===== src/rtl/seq_divider.sv =====
// Multicycle restoring divider: one quotient bit per clock, start/busy/done handshake.
// Results hold from the edge entering DONE until the next operation completes.
module seq_divider #(
  parameter int unsigned WIDTH = 32
) (
  input  logic             clk,
  input  logic             reset,
  input  logic             start,
  input  logic [WIDTH-1:0] dividend,
  input  logic [WIDTH-1:0] divisor,
  output logic             busy,
  output logic             done,
  output logic [WIDTH-1:0] quotient,
  output logic [WIDTH-1:0] remainder,
  output logic             div_by_zero
);

  localparam int unsigned CW = $clog2(WIDTH);
  localparam logic [CW-1:0] LastCnt = CW'(WIDTH - 1);

  // StZero spends the single cycle between acceptance and DONE for a zero divisor.
  typedef enum logic [1:0] {StIdle, StRun, StZero, StDone} state_e;

  state_e           state_q, state_d;
  logic [WIDTH-1:0] dq_q, dq_d;
  logic [WIDTH-1:0] dv_q, dv_d;
  logic [WIDTH-1:0] rem_q, rem_d;
  logic [CW-1:0]    cnt_q, cnt_d;
  logic [WIDTH-1:0] quo_q, quo_d;
  logic [WIDTH-1:0] rout_q, rout_d;
  logic             dz_q, dz_d;

  logic [WIDTH-1:0] rs;
  logic [WIDTH:0]   trial;
  logic [WIDTH-1:0] dq_step;
  logic [WIDTH-1:0] rem_step;
  logic             accept;

  always_comb begin
    rs    = {rem_q[WIDTH-2:0], dq_q[WIDTH-1]};
    trial = {1'b0, rs} - {1'b0, dv_q};
    if (!trial[WIDTH]) begin
      rem_step = trial[WIDTH-1:0];
      dq_step  = {dq_q[WIDTH-2:0], 1'b1};
    end else begin
      rem_step = rs;
      dq_step  = {dq_q[WIDTH-2:0], 1'b0};
    end
  end

  always_comb begin
    state_d = state_q;
    dq_d    = dq_q;
    dv_d    = dv_q;
    rem_d   = rem_q;
    cnt_d   = cnt_q;
    quo_d   = quo_q;
    rout_d  = rout_q;
    dz_d    = dz_q;
    busy    = 1'b0;
    done    = 1'b0;
    accept  = 1'b0;

    unique case (state_q)
      StIdle: accept = start;
      StRun: begin
        busy  = 1'b1;
        dq_d  = dq_step;
        rem_d = rem_step;
        cnt_d = cnt_q + 1'b1;
        if (cnt_q == LastCnt) begin
          quo_d   = dq_step;
          rout_d  = rem_step;
          dz_d    = 1'b0;
          state_d = StDone;
        end
      end
      StZero: begin
        quo_d   = '1;
        rout_d  = dq_q;
        dz_d    = 1'b1;
        state_d = StDone;
      end
      StDone: begin
        done    = 1'b1;
        accept  = start;
        state_d = StIdle;
      end
      default: state_d = StIdle;
    endcase

    if (accept) begin
      dq_d    = dividend;
      dv_d    = divisor;
      rem_d   = '0;
      cnt_d   = '0;
      state_d = (divisor == '0) ? StZero : StRun;
    end
  end

  always_ff @(posedge clk) begin
    if (reset) begin
      state_q <= StIdle;
      dq_q    <= '0;
      dv_q    <= '0;
      rem_q   <= '0;
      cnt_q   <= '0;
      quo_q   <= '0;
      rout_q  <= '0;
      dz_q    <= 1'b0;
    end else begin
      state_q <= state_d;
      dq_q    <= dq_d;
      dv_q    <= dv_d;
      rem_q   <= rem_d;
      cnt_q   <= cnt_d;
      quo_q   <= quo_d;
      rout_q  <= rout_d;
      dz_q    <= dz_d;
    end
  end

  assign quotient    = quo_q;
  assign remainder   = rout_q;
  assign div_by_zero = dz_q;

endmodule


===== config.mk =====
export PLATFORM = sky130hd
export DESIGN_NAME = seq_divider
export DESIGN_NICKNAME = d
export VERILOG_FILES = /design/src/rtl/seq_divider.sv
export SDC_FILE = /design/constraint.sdc
export NUM_CORES = 1
export LEC_CHECK = 0
export BUFFER_PORTS_ARGS = -buffer_cell sky130_fd_sc_hd__buf_2
export CAP_MARGIN = 25
export CORE_MARGIN = 5
export CORE_UTILIZATION = 32
export DETAILED_ROUTE_END_ITERATION = 16
export PLACE_DENSITY = 0.61
export SYNTH_ARGS = -nofsm -noshare
export SYNTH_HDL_FRONTEND = slang
export SYNTH_SLANG_ARGS = --single-unit

===== constraint.sdc =====
create_clock -name clk -period 3.1 [get_ports clk]
set_input_delay 0.62 -clock clk [delete_from_list [all_inputs] [get_ports clk]]
set_output_delay 0.62 -clock clk [all_outputs]
set_load 0.005 [all_outputs]

==> results of run 1 <==
==> flip-flops by register name, indices dropped and copies added (netlist names) <==
signal,cells
remainder,32
state_q,2
quotient,32
div_by_zero,1
cnt_q,5
dv_q,32
dq_q,32
rem_q,31
==> routing by layer <==
| layer | vias to the layer above | track usage [%] | wire length (µm) |
|---|---|---|---|
| met3 | 49 | 3.202 | 1109 |
| li1 | 4028 | - | - |
| met5 | - | 0 | 0 |
| met2 | 200 | 30.22 | 13550 |
| met4 | 0 | 5.106 | 643 |
| met1 | 3911 | 22.54 | 12250 |
==> power breakdown <==
part,internal (mW),switching [mW]
clock network,1.27,0.947
registers,2.86,0.638
logic,3.64,4.93
total,7.78,6.51
==> worst paths after layout <==
| check | from | end | slack [ns] | cells after the start |
|---|---|---|---|---|
| worst max-delay path | dv_q[1]$_SDFFE_PP0P_ | remainder[27]$_SDFFE_PP0P_ | 0.21 | 10 |
| worst min-delay path | divisor[23] | dv_q[23]$_SDFFE_PP0P_ | 0.44 | 3 |
| worst max register to register | dv_q[1]$_SDFFE_PP0P_ | remainder[27]$_SDFFE_PP0P_ | 0.21 | 10 |
| worst min register to register | quotient[0]$_SDFFE_PP0P_ | quotient[0]$_SDFFE_PP0P_ | 0.45 | 2 |
==> final cells by class <==
cell class              count  share of cell area (%)
clock inverters            11                   1.309
inverters                  40                   1.442
repair buffers            167                   9.226
flip-flops and latches    167                   32.10
multi-input cells         766                   47.31
clock buffers              21                   4.517
well taps                 341                   4.097
==> layout by cell type, fill, tap and decap left out, drive strengths merged, types with 8 or more instances in the layout <==
master / netlist / routed
dfxtp: 167 / 167
buf: 17 / 167
nor2: 104 / 104
nand2: 86 / 86
a21oi: 83 / 83
nor3: 70 / 70
o21ai: 64 / 64
mux2i: 54 / 54
inv: 40 / 44
a211oi: 39 / 39
ha: 38 / 38
a22oi: 32 / 32
o22ai: 24 / 24
clkbuf: 61 / 21
xor2: 16 / 16
a31oi: 13 / 13
nand3: 12 / 12
xnor2: 11 / 11
nor4: 10 / 10
and3: 9 / 9
a21o: 8 / 8
or3: 8 / 8
a41oi: 8 / 8
==> repair_timing <==
action / CTS / global route
setup endpoints to repair: 0 / 24
gates resized for setup: 0 / 3
setup buffers: 0 / 6
==> through the flow <==
stage          power, mW  instances
6_report           14.29       1513
5_1_grt            15.33       1513
4_1_cts            13.97       1506
3_5_place_dp       11.69       1474
3_3_place_gp       11.66       1474
2_1_floorplan      9.293       1050
==> worst max-delay path, cell delays in order, from the launching register on <==
cell and delay (ns):
dfxtp_1 0.38, inv_1 0.06, ha_1 0.27, nor2b_1 0.15, o2111a_1 0.26, a2111oi_4 0.42
a21bo_2 0.26, a21oi_2 0.10, or4_1 0.45, a41oi_2 0.26, o22ai_1 0.13
==> logic make-up after synthesis <==
group | count (synthesis) | share of synthesized area [%]
muxes | 55 | 6.349
DFF | 167 | 38.47
buffers and inverters | 118 | 5.514
AOI/OAI and AO/OA | 312 | 23.37
adders and majority gates | 39 | 5.701
and+or+nand+nor | 332 | 17.88
xor gates and xnor gates | 27 | 2.721
==> metrics.csv, run 1 <==
metric;value;unit
Final Critical Period;2.889;ns
Starting Density;32.34;%
final setup fails;0;
fin area;10420;µm²
EDFF count, synth;0;
largest net degree at the start of global routing;102;
final hold slack;0.4373;ns
hpwl dp;20130;µm
CP Max Fanout;6;
Setup Skew;0.009183;ns
Lkg Pwr;4.191;nW
Seq/Total Area, Yosys;38.47;%
synthesized flop and latch total;167;
GP Congestion;0.9354;
I/O pin total;134;
fmax;346.2;MHz
Die X;174.8;µm
GRT Overall Usage;17.56;%
CP Class;reg -> reg;
worst vdd ir;507.5;µV
DR vias;8188;
Die Y;174.8;µm
Via-to-Cell Ratio;5.412;
fin nets;1265;
outcome;complete, no violations;
post-route setup slack;0.2111;ns
Worst-path clk slew;0.07;ns
area post-placement;9741;µm²
DRT iter0 DRCs;495;
top_reg_cell synth;dfxtp_1;
post-synth design cell area;8691;µm²
Clk Latency, worst-skew pair;0.43;ns
Async SR Flop Fraction;0;%
kind of start point of the critical path;flop;
n_diodes;0;
Core ar.;26880;µm²
worst min-delay path class;in -> reg;
CTS Sinks;167;
yosys warns;0;
count leader, synth;dfxtp_1;
drt wl/cell;18.21;µm
Total Routed Length;27560;µm
Slew HR;53.07;%
area of the multi-input gates;4927;µm²
CTS Hold Bufs;0;
top cell type's share of synthesized area;38.47;%
post-synth top area cell;dfxtp_1;
CP Data Required Time;3.40;ns
PortBufs;133;
Distinct cells, synth;69;
vias in the first global route;8025;
dominant cells by area after synthesis;dfxtp_1, mux2i_1, ha_1;
Pwr Density;1372;nW/µm²
layout cells sized above 1;19.11;%
DRT Pass-1 Iters;5;
Final Hold Fails;0;
initial antenna violation count;0;
CTS buffer count;17;
RSZ-0062 raised after global routing;no;
crit path DAT;3.19;ns
maxcap violations;0;
first-pass GRT wire length;43550;µm
Net Count, Synth;1156;
CTS root buf;clkbuf_16;
fin. max-slew vios;0;
Die Area;30560;µm²
fin util;38.75;%
synthesized area per cell;8.277;µm²
Clock Tree Buf Depth;2;
grt ovf;0;
number of fill cells in the layout;2828;
pre-CTS setup slack;0.1343;ns
Worst-Margin Slew;0.7040;ns
leading cell types by count after synthesis;dfxtp_1, nor2_1, nand2_1;
CTS tree;done;
Setup crit end kind;flop;
register area;3343;µm²
Rows;60;
area delta synth->final;19.84;%
antenna viol nets, final;0;
DRC;0;
Cells after Synth;1050;
Setup TNS;0;ns
H-Tree Depth;4;
period utilization;93.19;%
No activity file was read; power rests on OpenSTA's default activity.
==> run 2, diff against run 1 <==
--- a/config.mk
+++ b/config.mk
@@ -5,6 +5,7 @@
 export SDC_FILE = /design/constraint.sdc
 export NUM_CORES = 1
 export LEC_CHECK = 0
+export ABC_AREA = 1
 export BUFFER_PORTS_ARGS = -buffer_cell sky130_fd_sc_hd__buf_2
 export CAP_MARGIN = 25
 export CORE_MARGIN = 5
==> run 2 against run 1 <==
Utilization is 0.60 points lower. Synthesized area is 12% higher. Sequential power is 9.1% lower.
==> metrics.csv, run 2 <==
metric;value;unit;change
outcome;complete, no violations;;
Setup TNS;0;ns;unchanged
CTS Sinks;167;;unchanged
top_reg_cell synth;dfxtp_1;;
CTS root buf;clkbuf_16;;
Clk Latency, worst-skew pair;0.43;ns;about the same
Via-to-Cell Ratio;4.622;;-15%
crit path DAT;2.99;ns;-0.20 ns
fin. max-slew vios;0;;unchanged
Final Critical Period;2.669;ns;-0.2199 ns
DRT Pass-1 Iters;5;;unchanged
Worst-path clk slew;0.07;ns;about the same
pre-CTS setup slack;0.4697;ns;+0.3354 ns
largest net degree at the start of global routing;66;;-35%
GRT Overall Usage;17.46;%;-0.10 points
DRC;0;;unchanged
Rows;63;;+5.0%
fin nets;1738;;+37%
grt ovf;0;;unchanged
drt wl/cell;14.52;µm;-20%
CP Class;reg -> reg;;
initial antenna violation count;0;;unchanged
first-pass GRT wire length;47660;µm;+9.4%
fmax;374.7;MHz;+8.2%
hpwl dp;23050;µm;+14%
Pwr Density;1299;nW/µm²;-5.3%
number of fill cells in the layout;3217;;+14%
Distinct cells, synth;42;;-39%
worst vdd ir;459.9;µV;-9.4%
PortBufs;133;;unchanged
register area;3343;µm²;unchanged
Core ar.;29800;µm²;+11%
Die Area;33890;µm²;+11%
placed insts;2002;;+36%
top cell type's share of synthesized area;34.47;%;-4.0 points
Final Hold Fails;0;;unchanged
post-synth design cell area;9698;µm²;+12%
Die Y;184.1;µm;+5.3%
synthesized area per cell;6.380;µm²;-23%
Total Routed Length;29550;µm;+7.2%
count leader, synth;nand2_1;;
Die X;184.1;µm;+5.3%
layout cells sized above 1;13.80;%;-5.3 points
Async SR Flop Fraction;0;%;unchanged
Slew HR;60.28;%;+7.2 points
vias in the first global route;8981;;+12%
Net Count, Synth;1626;;+41%
Setup crit end kind;flop;;
synthesized flop and latch total;167;;unchanged
final hold slack;0.4634;ns;+0.02604 ns
commonest non-fill, non-tap cell in the layout;nand2_1;;
final setup fails;0;;unchanged
n_diodes;0;;unchanged
RSZ-0062 raised after global routing;no;;
leading cell types by count after synthesis;nand2_1, inv_1, dfxtp_1;;
EDFF count, synth;0;;unchanged
most frequent cells in the layout;nand2_1, inv_1, dfxtp_1;;
Cells after Synth;1520;;+45%
Starting Density;32.55;%;+0.21 points
area of the multi-input gates;4846;µm²;-1.7%
CP Data Required Time;3.42;ns;+0.02 ns
worst min-delay path class;reg -> reg;;
Layout Cells excl Fill;2035;;+35%
GP Congestion;0.8961;;-4.2%
dominant cells by area after synthesis;dfxtp_1, nand2_1, inv_1;;
antenna viol nets, final;0;;unchanged
Setup Skew;0.008414;ns;-0.0007688 ns
Worst-Margin Slew;0.5949;ns;-0.1091 ns
I/O pin total;134;;unchanged
cts repair resizes;0;;unchanged
setup bufs post-CTS;0;;unchanged
yosys warns;0;;unchanged
CP Max Fanout;18;;+12
DR vias;9405;;+15%
post-route setup slack;0.4310;ns;+0.2199 ns
Clock Tree Buf Depth;2;;unchanged
post-synth top area cell;dfxtp_1;;
H-Tree Depth;4;;unchanged
DRT iter0 DRCs;588;;+19%
period utilization;86.10;%;-7.1 points
CTS Hold Bufs;0;;unchanged
fin util;38.15;%;-0.60 points
R2R Setup Slk;0.43;ns;+0.22 ns
area delta synth->final;17.21;%;
maxcap violations;0;;unchanged
Lkg Pwr;5.917;nW;+41%
CTS buffer count;17;;unchanged
Seq/Total Area, Yosys;34.47;%;-4.0 points
CTS tree;done;;
kind of start point of the critical path;flop;;
==> run 2: changes by cell type after synthesis, moves of 40 or more <==
cell / change
mux2i_1: -54
nand2_1: +348
o21ai_0: +59
a21oi_1: +61
nor2_1: -40
nand3_1: +40
inv_1: +279
nor3_1: -57
==> run 2: kinds of logic (layout without fill, tap and decap cells) <==
family / after synthesis / in the layout / synth area share, %
xor gates and xnor gates: 14 / 14 / 1.264
buffers and inverters: 387 / 512 / 15.59
adders and majority gates: 39 / 39 / 5.109
and+or+nand+nor: 600 / 600 / 25.70
AOI/OAI and AO/OA: 313 / 313 / 17.87
DFF: 167 / 167 / 34.47
==> run 2: metal layers <==
layer,up-vias,part of all wire [%],GRT usage [%],wire [µm]
met3,15,4.5,3.008,1341
met1,4220,50,25.11,14810
met4,0,0.75,2.987,223
met5,-,0,0,0
li1,4957,-,-,-
met2,213,45,27.89,13170
==> run 2: report_power, final <==
group,total [mW],switching (mW),leakage (nW),internal (mW)
clock,2.18,1.02,0.299,1.16
sequential,3.18,0.370,1.37,2.81
combinational,9.41,6.40,4.25,3.01
total,14.8,7.79,5.92,6.98
==> run 2: through the flow <==
| step | cell area, µm² | power, mW |
|---|---|---|
| floorplan | 9698 | 10.13 |
| global placement | 10730 | 12.50 |
| detailed placement | 10730 | 12.56 |
| CTS | 11340 | 14.81 |
| global route | 11370 | 16.30 |
| finish | 11370 | 14.77 |
==> run 2: final cells by class <==
class / instances / area share [%]
clock inverter: 15 / 1.596
sequential: 167 / 29.41
clock buffer: 17 / 3.742
multi-input combinational: 966 / 42.63
timing repair buffer: 155 / 7.595
inverter: 325 / 10.73
tap: 390 / 4.293
==> run 2: final timing paths <==
path         cells after the start                     end             startpoint
max                             17  rem_q[16]$_SDFFE_PP0P_  dq_q[31]$_SDFFE_PP0N_
min                              2    dv_q[9]$_SDFFE_PP0P_   dv_q[9]$_SDFFE_PP0P_
max reg2reg                     17  rem_q[16]$_SDFFE_PP0P_  dq_q[31]$_SDFFE_PP0N_
min reg2reg                      2    dv_q[9]$_SDFFE_PP0P_   dv_q[9]$_SDFFE_PP0P_
==> run 2: worst max-delay path, stage by stage (launching register included) <==
cell     delay, ns
dfxtp_1       0.31
inv_1         0.07
ha_1          0.24
fa_1          0.41
inv_1         0.11
nand3_1       0.09
nand3_2       0.10
nand2_1       0.06
nand2_2       0.08
nand2_1       0.05
nand2_1       0.10
nand2_2       0.07
nand2_4       0.23
inv_2         0.23
nand2_1       0.11
nand2_1       0.07
o21ai_0       0.15
inv_1         0.06
==> run 3, diff against run 2 <==
--- a/config.mk
+++ b/config.mk
@@ -11,7 +11,7 @@
 export CORE_MARGIN = 5
 export CORE_UTILIZATION = 32
 export DETAILED_ROUTE_END_ITERATION = 16
-export PLACE_DENSITY = 0.61
+export PLACE_DENSITY = 0.51
 export SYNTH_ARGS = -nofsm -noshare
 export SYNTH_HDL_FRONTEND = slang
 export SYNTH_SLANG_ARGS = --single-unit
==> run 3 against run 2 <==
Die area unchanged. Worst setup slack got worse by 0.15 ns. Global-route usage rose by 0.96 points. Maximum frequency decreased by 5.4%. Clock power is 5% higher. Final cell count down 0.15%. Worst hold slack improved by 0.0031 ns. Critical endpoint is now rem_q[23]$_SDFFE_PP0P_. Clock skew is 0.0044 ns higher. Critical path type unchanged. Power up 1.7%.
==> metrics.csv, run 3 (synthesized netlist as in run 2, its figures left out) <==
metric;value;unit;change
placed insts;2000;;-0.10%
Die X;184.1;µm;unchanged
grt ovf;0;;unchanged
CTS Sinks;167;;unchanged
n_diodes;0;;unchanged
Setup Skew;0.01280;ns;+0.004386 ns
Clk Latency, worst-skew pair;0.43;ns;about the same
Final Critical Period;2.821;ns;+0.1522 ns
crit path DAT;3.15;ns;+0.16 ns
RSZ-0062 raised after global routing;no;;
fin. max-slew vios;0;;unchanged
most frequent cells in the layout;nand2_1, inv_1, dfxtp_1;;
kind of start point of the critical path;flop;;
Worst-Margin Slew;1.045;ns;+0.4498 ns
GR peak layer;met2;;
Setup crit end kind;flop;;
CP Data Required Time;3.43;ns;about the same
period utilization;91.01;%;+4.9 points
GR Util met1;26.45;%;+1.3 points
commonest non-fill, non-tap cell in the layout;nand2_1;;
layout cells sized above 1;13.64;%;-0.16 points
drt wl/cell;15.23;µm;+4.9%
vias in the first global route;9118;;+1.5%
antenna viol nets, final;0;;unchanged
Die Y;184.1;µm;unchanged
CTS root buf;clkbuf_16;;
Worst-path clk slew;0.07;ns;about the same
Clock Tree Buf Depth;2;;unchanged
Die Area;33890;µm²;unchanged
Pwr Density;1321;nW/µm²;+1.7%
CTS Hold Bufs;0;;unchanged
hpwl dp;23780;µm;+3.2%
pre-CTS setup slack;0.3192;ns;-0.1505 ns
initial antenna violation count;1;;+1
setup bufs post-CTS;0;;unchanged
Final Hold Fails;0;;unchanged
Rows;63;;unchanged
final setup fails;0;;unchanged
CP Max Fanout;28;;+10
CTS tree;done;;
Lkg Pwr;5.904;nW;-0.21%
DR vias;9392;;-0.14%
area post-placement;10740;µm²;about the same
CTS buffer count;17;;unchanged
DRT iter0 DRCs;461;;-22%
maxcap violations;0;;unchanged
R2R Setup Slk;0.28;ns;-0.15 ns
number of fill cells in the layout;3266;;+1.5%
GP Congestion;0.8786;;-2.0%
Via-to-Cell Ratio;4.622;;about the same
fin nets;1735;;-0.17%
Layout Cells excl Fill;2032;;-0.15%
Starting Density;32.55;%;unchanged
GR Util met3;3.562;%;+0.55 points
DRT Pass-1 Iters;5;;unchanged
first-pass GRT wire length;49800;µm;+4.5%
Total Routed Length;30960;µm;+4.8%
area delta synth->final;17.21;%;unchanged
GRT Overall Usage;18.42;%;+0.96 points
I/O pin total;134;;unchanged
worst min-delay path class;reg -> reg;;
Setup TNS;0;ns;unchanged
Core ar.;29800;µm²;unchanged
DRC;0;;unchanged
worst vdd ir;482.0;µV;+4.8%
largest net degree at the start of global routing;56;;-15%
outcome;complete, no violations;;
cts repair resizes;0;;unchanged
H-Tree Depth;4;;unchanged
met2 Usage GRT;28.59;%;+0.70 points
Slew HR;30.28;%;-30 points
fmax;354.5;MHz;-5.4%
fin area;11370;µm²;unchanged
post-route setup slack;0.2788;ns;-0.1522 ns
CP Class;reg -> reg;;
PortBufs;133;;unchanged
## run 3: worst paths after layout
| path | from | endpoint | cells after the start |
|---|---|---|---|
| setup reg to reg | dq_q[31]$_SDFFE_PP0N_ | rem_q[23]$_SDFFE_PP0P_ | 18 |
| hold / removal | dv_q[26]$_SDFFE_PP0P_ | dv_q[26]$_SDFFE_PP0P_ | 2 |
| hold reg to reg | dv_q[26]$_SDFFE_PP0P_ | dv_q[26]$_SDFFE_PP0P_ | 2 |
| setup / recovery | dq_q[31]$_SDFFE_PP0N_ | rem_q[23]$_SDFFE_PP0P_ | 18 |
## run 3: worst max-delay path: stages, from the launching register on
cell and delay [ns]:
dfxtp_1 0.31, inv_1 0.07, ha_1 0.23, fa_1 0.42, inv_1 0.12, nand3_1 0.09, nand3_2 0.10, nand2_1 0.07
nand2_2 0.09, nand2_1 0.05, nand2_1 0.10, nand2_2 0.07, nand2_4 0.28, buf_4 0.32, nand3_1 0.15, nand2_1 0.08
nand2_1 0.04, nand2_1 0.06, inv_1 0.03
## run 3: cell type report
class,count,area (µm²),share of cell area (%)
inverters,325,1220,10.73
flip-flops and latches,167,3343,29.41
clock inverters,14,190.2,1.673
clock buffers,18,439.2,3.863
repair buffers,152,840.8,7.397
well taps,390,488.0,4.293
multi-input cells,966,4846,42.63
## run 3: power breakdown
group / internal, mW / switching [mW] / leakage [nW]
registers: 2.81 / 0.370 / 1.37
logic: 2.94 / 6.61 / 4.24
clock network: 1.31 / 0.973 / 0.303
total: 7.07 / 7.95 / 5.90
## run 3: per-layer routing
layer	routed length, µm	vias to the layer above
met3	1638	29
met4	420	2
met2	13410	231
li1	-	4953
met5	13	-
met1	15470	4177
## run 3: through the flow
stage	hold slack (ns)	util (%)	total power, mW
after floorplan	0.4353	-	10.13
after detailed placement	0.4586	36.04	12.76
after CTS	0.4577	38.15	15.11
final	0.4665	38.15	15.02
after global routing	0.4577	38.15	16.61
after global placement	0.4536	35.95	12.72
